[config.mk]
export PLATFORM = sky130hd
export DESIGN_NAME = dct8_pipe
export DESIGN_NICKNAME = d
export VERILOG_FILES = /design/src/rtl/dct8_pipe.sv
export SDC_FILE = /design/constraint.sdc
export NUM_CORES = 2
export LEC_CHECK = 0
export BUFFER_PORTS_ARGS = -buffer_cell sky130_fd_sc_hd__buf_2
export CORE_ASPECT_RATIO = 1.2
export CORE_UTILIZATION = 60
export DETAILED_ROUTE_END_ITERATION = 10
export GPL_ROUTABILITY_DRIVEN = 0
export PLACE_DENSITY = 0.75
export SYNTH_ARGS = -nofsm -noshare
export SYNTH_HDL_FRONTEND = slang
export SYNTH_SLANG_ARGS = --single-unit
[constraint.sdc]
create_clock -name i_clk -period 18.2 [get_ports i_clk]
set_input_delay 0.91 -clock i_clk [delete_from_list [all_inputs] [get_ports i_clk]]
set_output_delay 0.91 -clock i_clk [all_outputs]
set_load 0.01 [all_outputs]
[src/rtl/dct8_pipe.sv]
// dct8_pipe: fully pipelined 8-point 1-D forward DCT (Q7 coefficients).
//
// Purpose: accepts one vector x0..x7 per cycle and returns y0..y7 in natural
// order, orthonormal-scaled, after 4 register stages (S1 butterfly, S2 even
// sums + odd products, S3 coefficient sums, S4 round/shift/clamp). A bypass
// beat (i_mode=1) returns the sign-extended samples instead.
//
// Ports:
//   i_clk, i_rst_n          clock, asynchronous active-low reset
//   i_valid / o_ready       input handshake (vector + i_mode + i_last)
//   i_data0..i_data7        signed IN_W samples
//   o_valid / i_ready       output handshake
//   o_last, o_sat           end-of-block tag, "some coefficient was clamped"
//   o_data0..o_data7        signed OUT_W coefficients
//
// Handshake: a beat moves across an interface on a rising edge where
// valid & ready are both high. The whole pipeline advances as one unit
// (adv = !o_valid | i_ready); o_ready is adv, so while the output is held the
// input is refused and every stage, including bubbles, freezes in place.
`timescale 1ns/1ps
module dct8_pipe #(
    parameter int IN_W  = 8,
    parameter int OUT_W = IN_W + 3,
    parameter bit ROUND = 1'b1
) (
    input  logic                    i_clk,
    input  logic                    i_rst_n,
    input  logic                    i_valid,
    output logic                    o_ready,
    input  logic                    i_mode,
    input  logic                    i_last,
    input  logic signed [IN_W-1:0]  i_data0,
    input  logic signed [IN_W-1:0]  i_data1,
    input  logic signed [IN_W-1:0]  i_data2,
    input  logic signed [IN_W-1:0]  i_data3,
    input  logic signed [IN_W-1:0]  i_data4,
    input  logic signed [IN_W-1:0]  i_data5,
    input  logic signed [IN_W-1:0]  i_data6,
    input  logic signed [IN_W-1:0]  i_data7,
    output logic                    o_valid,
    input  logic                    i_ready,
    output logic                    o_last,
    output logic                    o_sat,
    output logic signed [OUT_W-1:0] o_data0,
    output logic signed [OUT_W-1:0] o_data1,
    output logic signed [OUT_W-1:0] o_data2,
    output logic signed [OUT_W-1:0] o_data3,
    output logic signed [OUT_W-1:0] o_data4,
    output logic signed [OUT_W-1:0] o_data5,
    output logic signed [OUT_W-1:0] o_data6,
    output logic signed [OUT_W-1:0] o_data7
);

    localparam int AW = IN_W + 1;   // butterfly outputs
    localparam int EW = IN_W + 2;   // even-part sums
    localparam int PW = IN_W + 12;  // lossless product/sum width

    localparam logic signed [PW-1:0] C1 = PW'(126);
    localparam logic signed [PW-1:0] C2 = PW'(118);
    localparam logic signed [PW-1:0] C3 = PW'(106);
    localparam logic signed [PW-1:0] C4 = PW'(91);
    localparam logic signed [PW-1:0] C5 = PW'(71);
    localparam logic signed [PW-1:0] C6 = PW'(49);
    localparam logic signed [PW-1:0] C7 = PW'(25);
    localparam logic signed [PW-1:0] RND  = ROUND ? PW'(128) : '0;
    localparam logic signed [PW-1:0] MAXV = {{(PW-OUT_W+1){1'b0}}, {(OUT_W-1){1'b1}}};
    localparam logic signed [PW-1:0] MINV = {{(PW-OUT_W+1){1'b1}}, {(OUT_W-1){1'b0}}};

    // Odd coefficients in the order c1, c3, c5, c7.
    function automatic logic signed [PW-1:0] odd_c(input int i);
        case (i)
            0:       return C1;
            1:       return C3;
            2:       return C5;
            default: return C7;
        endcase
    endfunction

    logic adv;
    logic signed [IN_W-1:0] x_in [8];

    // S1
    logic                   v1_q, v1_d, m1_q, m1_d, l1_q, l1_d;
    logic signed [IN_W-1:0] x1_q [8], x1_d [8];
    logic signed [AW-1:0]   a_q [8], a_d [8];
    // S2: pr[j*4+i] = odd_c(i) * a(7-j)
    logic                   v2_q, v2_d, m2_q, m2_d, l2_q, l2_d;
    logic signed [IN_W-1:0] x2_q [8], x2_d [8];
    logic signed [EW-1:0]   e_q [4], e_d [4];
    logic signed [PW-1:0]   pr_q [16], pr_d [16];
    // S3
    logic                   v3_q, v3_d, m3_q, m3_d, l3_q, l3_d;
    logic signed [IN_W-1:0] x3_q [8], x3_d [8];
    logic signed [PW-1:0]   p_q [8], p_d [8];
    // S4 (output registers)
    logic                   ov_q, ov_d, ol_q, ol_d, os_q, os_d;
    logic signed [OUT_W-1:0] y_q [8], y_d [8];
    logic signed [PW-1:0]   t;
    logic                   sat;

    always_comb begin
        x_in[0] = i_data0; x_in[1] = i_data1; x_in[2] = i_data2; x_in[3] = i_data3;
        x_in[4] = i_data4; x_in[5] = i_data5; x_in[6] = i_data6; x_in[7] = i_data7;
        adv = !ov_q || i_ready;

        v1_d = v1_q; m1_d = m1_q; l1_d = l1_q; x1_d = x1_q; a_d = a_q;
        v2_d = v2_q; m2_d = m2_q; l2_d = l2_q; x2_d = x2_q; e_d = e_q; pr_d = pr_q;
        v3_d = v3_q; m3_d = m3_q; l3_d = l3_q; x3_d = x3_q; p_d = p_q;
        ov_d = ov_q; ol_d = ol_q; os_d = os_q; y_d = y_q;
        t    = '0;
        sat  = 1'b0;

        if (adv) begin
            // S1: butterfly; i_valid=0 loads a bubble
            v1_d = i_valid; m1_d = i_mode; l1_d = i_last; x1_d = x_in;
            for (int k = 0; k < 4; k++) begin
                a_d[k]     = AW'(x_in[k]) + AW'(x_in[7-k]);
                a_d[7-k]   = AW'(x_in[k]) - AW'(x_in[7-k]);
            end

            // S2: even sums and the 16 odd-part products
            v2_d = v1_q; m2_d = m1_q; l2_d = l1_q; x2_d = x1_q;
            e_d[0] = EW'(a_q[0]) + EW'(a_q[3]);
            e_d[1] = EW'(a_q[1]) + EW'(a_q[2]);
            e_d[2] = EW'(a_q[1]) - EW'(a_q[2]);
            e_d[3] = EW'(a_q[0]) - EW'(a_q[3]);
            for (int j = 0; j < 4; j++) begin
                for (int i = 0; i < 4; i++) begin
                    pr_d[j*4+i] = PW'(a_q[7-j]) * odd_c(i);
                end
            end

            // S3: per-coefficient sums (odd terms index pr as c{1,3,5,7} x a{7,6,5,4})
            v3_d = v2_q; m3_d = m2_q; l3_d = l2_q; x3_d = x2_q;
            p_d[0] = C4 * (PW'(e_q[0]) + PW'(e_q[1]));
            p_d[4] = C4 * (PW'(e_q[0]) - PW'(e_q[1]));
            p_d[2] = C2 * PW'(e_q[3]) + C6 * PW'(e_q[2]);
            p_d[6] = C6 * PW'(e_q[3]) - C2 * PW'(e_q[2]);
            p_d[1] = pr_q[0] + pr_q[5] + pr_q[10] + pr_q[15];
            p_d[3] = pr_q[1] - pr_q[7] - pr_q[8]  - pr_q[14];
            p_d[5] = pr_q[2] - pr_q[4] + pr_q[11] + pr_q[13];
            p_d[7] = pr_q[3] - pr_q[6] + pr_q[9]  - pr_q[12];

            // S4: round, arithmetic shift, clamp; bypass discards the DCT value
            ov_d = v3_q; ol_d = l3_q;
            for (int k = 0; k < 8; k++) begin
                if (m3_q) begin
                    y_d[k] = OUT_W'(x3_q[k]);
                end else begin
                    t = (p_q[k] + RND) >>> 8;
                    if (t > MAXV) begin
                        y_d[k] = MAXV[OUT_W-1:0];
                        sat    = 1'b1;
                    end else if (t < MINV) begin
                        y_d[k] = MINV[OUT_W-1:0];
                        sat    = 1'b1;
                    end else begin
                        y_d[k] = t[OUT_W-1:0];
                    end
                end
            end
            os_d = sat;
        end
    end

    always_ff @(posedge i_clk or negedge i_rst_n) begin
        if (!i_rst_n) begin
            v1_q <= 1'b0; m1_q <= 1'b0; l1_q <= 1'b0;
            v2_q <= 1'b0; m2_q <= 1'b0; l2_q <= 1'b0;
            v3_q <= 1'b0; m3_q <= 1'b0; l3_q <= 1'b0;
            ov_q <= 1'b0; ol_q <= 1'b0; os_q <= 1'b0;
            for (int k = 0; k < 8; k++) begin
                x1_q[k] <= '0; x2_q[k] <= '0; x3_q[k] <= '0;
                a_q[k]  <= '0; p_q[k]  <= '0; y_q[k]  <= '0;
            end
            for (int k = 0; k < 4; k++)  e_q[k]  <= '0;
            for (int k = 0; k < 16; k++) pr_q[k] <= '0;
        end else begin
            v1_q <= v1_d; m1_q <= m1_d; l1_q <= l1_d; x1_q <= x1_d; a_q <= a_d;
            v2_q <= v2_d; m2_q <= m2_d; l2_q <= l2_d; x2_q <= x2_d; e_q <= e_d; pr_q <= pr_d;
            v3_q <= v3_d; m3_q <= m3_d; l3_q <= l3_d; x3_q <= x3_d; p_q <= p_d;
            ov_q <= ov_d; ol_q <= ol_d; os_q <= os_d; y_q <= y_d;
        end
    end

    assign o_ready = adv;
    assign o_valid = ov_q;
    assign o_last  = ol_q;
    assign o_sat   = os_q;
    assign o_data0 = y_q[0];
    assign o_data1 = y_q[1];
    assign o_data2 = y_q[2];
    assign o_data3 = y_q[3];
    assign o_data4 = y_q[4];
    assign o_data5 = y_q[5];
    assign o_data6 = y_q[6];
    assign o_data7 = y_q[7];

endmodule

==> impl_metrics.toml <==
[clock_tree]
cts_buffers = 88
ctsRootBufferMaster = "clkbuf_16"
cts_hold_buf = 0
clock_latency_ns = 0.71
cts_tree = "built"
htree_levels = 3
clock_path_buffers = 3
postCtsSetupRepairBufs = 0
cts_sinks = 786
clkSlewWorstSetupHoldPaths_ns = 0.07
postCtsResizedCells = 0

[global_routing]
grt.total_usage = 0.3338
grt_max_degree = 206
grt_pass1_wl_mm = 288.4
grt_overflow = 0
grt_pass1_vias = 51170
antenna_found_initial = 4

[setup_path]
start_kind = "flop"
critPathBufInv = 4
cp-end-kind = "flop"
crit_fanout = 7
arrival_ns = 8.46
critPathKind = "flop to flop"
cp_slowest_cell = "fa_1"
path_delay_family = "adder cells"
slowest_delay_ns = 0.56
cp.required_ns = 18.77

[detailed_routing]
routedWlPerCell_um = 20.82
dr.pass1.iters = 8
ant_nets = 0
drt-total-wl_mm = 186.7
via_count = 50630
avgViaCountPerCell = 5.646
drc_errors = 0
initialDrtViolationCount = 3652

[status]
status = "completed"

[layout]
fill_cells = 9052
fin_area_mm2 = 0.07314
area_delta_synth_final_pct = 7.936
fin_nets = 9056
layout-drive-gt1-share = 0.05529
finalNonFillerCells = 8967

[place]
hpwl_mm = 148.6
dp.cells = 8804
placement.io_buffers = 161
place_area_mm2 = 0.06996

[timing]
max_freq_ghz = 0.1266
whs_ns = 0.2846
setup_viol = 0
slew_headroom = 0.2828
finClkSkew_ns = 0.02859
totalNegativeSetupSlack_ns = 0
final_hold_viol_count = 0
drv_slew = 0
worst_pin_slew_ns = 1.076
finalCritPeriodShare = 0.4340
rsz0062_at_grt = "false"
fin_crit_ns = 7.899

[floorplan]
start_util = 0.6068
coreArea_mm2 = 0.1117
fp.dieH_um = 370.1
row_count = 134
die_width_um = 308.8
die_area_mm2 = 0.1143
io_pins = 162

[logic_synthesis]
postSynthAreaPerCell_um2 = 9.248
synth_common_cells = "1102 x ha_1, 1075 x inv_1, 1059 x nand2_1"
synth_cell_type_count = 81
yosys_warnings = 0
synth_edf_count = 0
mappedNetlistArea_mm2 = 0.06776
ys_seq_elements = 786
synthCells = 7327
synth_top_area_frac = 0.2903
synth.net_count = 8985
ys_seq_area_frac = 0.2903
synth-async-reset-ratio = 1.000
yosysTopAreaCell = "dfrtp_1"
synthTopCellsByArea = "dfrtp_1 29%, ha_1 20%, fa_1 14%, inv_1 6.0%, nand2_1 5.9%"
yosys_most_used_dff = "dfrtp_1"
synth_most_common_cell = "ha_1"

[job]
drv_cap = 0

[worst_hold_path]
hold_class = "input pin to async pin"
worst paths after layout:
path	from	endpoint	slack, ns	depth (start not counted)
max in group asynchronous	i_rst_n	m3_q	14.64	4
worst min-delay path	i_rst_n	pr_q[71]	0.28	1
min in group i_clk	i_valid	v1_q	0.41	3
worst max-delay path	e_q[11]	p_q[38]	10.30	28
worst min register to register	o_data2[7]	o_data2[7]	0.46	2
worst max register to register	e_q[11]	p_q[38]	10.30	28
through the flow:
stage / setup WS, ns / utilization
3_5_place_dp: 10.33 / 0.6265
2_1_floorplan: 10.84 / -
5_1_grt: 9.827 / 0.6550
6_report: 10.30 / 0.6550
3_3_place_gp: 10.42 / 0.6265
4_1_cts: 10.29 / 0.6550
kinds of logic (layout without fill, tap and decap cells):
kind of cell,count (synthesis),in the layout,share of synthesized area
compound gates,1261,1261,0.1114
xor+xnor,443,443,0.05737
fa+ha+maj,1591,1591,0.3475
buf+inv,1295,1438,0.07194
flops,786,786,0.2903
mux,14,14,0.002105
other cells,0,1,0
simple gates,1937,1937,0.1194
per-layer routing:
layer | routed length (um) | up-vias | global-route usage | share of wire
li1 | - | 23930 | - | -
met1 | 70220 | 24650 | 0.3883 | 0.38
met2 | 88930 | 1501 | 0.5554 | 0.48
met3 | 9718 | 547 | 0.04331 | 0.052
met4 | 17780 | 4 | 0.2674 | 0.095
met5 | 25 | - | 0 | 0.00013
registers in the layout, summed over array words and instances, names as in the netlist, 38 cells and up:
name  flops
a_q      68
e_q      38
p_q     100
pr_q    288
x1_q     64
x2_q     64
x3_q     64
cell usage in the layout, fill, tap and decap left out, types with 75 or more instances in the layout:
| cell | count |
|---|---|
| clkbuf_16 | 88 |
| a21oi_1 | 521 |
| a21o_1 | 75 |
| xnor2_1 | 296 |
| fa_1 | 486 |
| nor2_1 | 507 |
| dfrtp_1 | 784 |
| o21ai_0 | 305 |
| nand3_1 | 83 |
| buf_2 | 160 |
| inv_1 | 1074 |
| o21bai_1 | 103 |
| xor2_1 | 146 |
| nand2_1 | 1059 |
| ha_1 | 1102 |
layout make-up:
type,count,area [um^2],share of cell area
clock inverter,49,747.0,0.01021
inverter,1076,4046,0.05533
timing repair buffer,200,1146,0.01567
multi-input combinational,5246,43220,0.5910
antenna,1,2.502,0.00003422
tap,1496,1872,0.02559
clock buffer,113,2426,0.03317
sequential,786,19670,0.2690
Power is left out: the tool's default activity adds up to more than one toggle a clock period on the data nets, which glitch-free logic cannot reach.
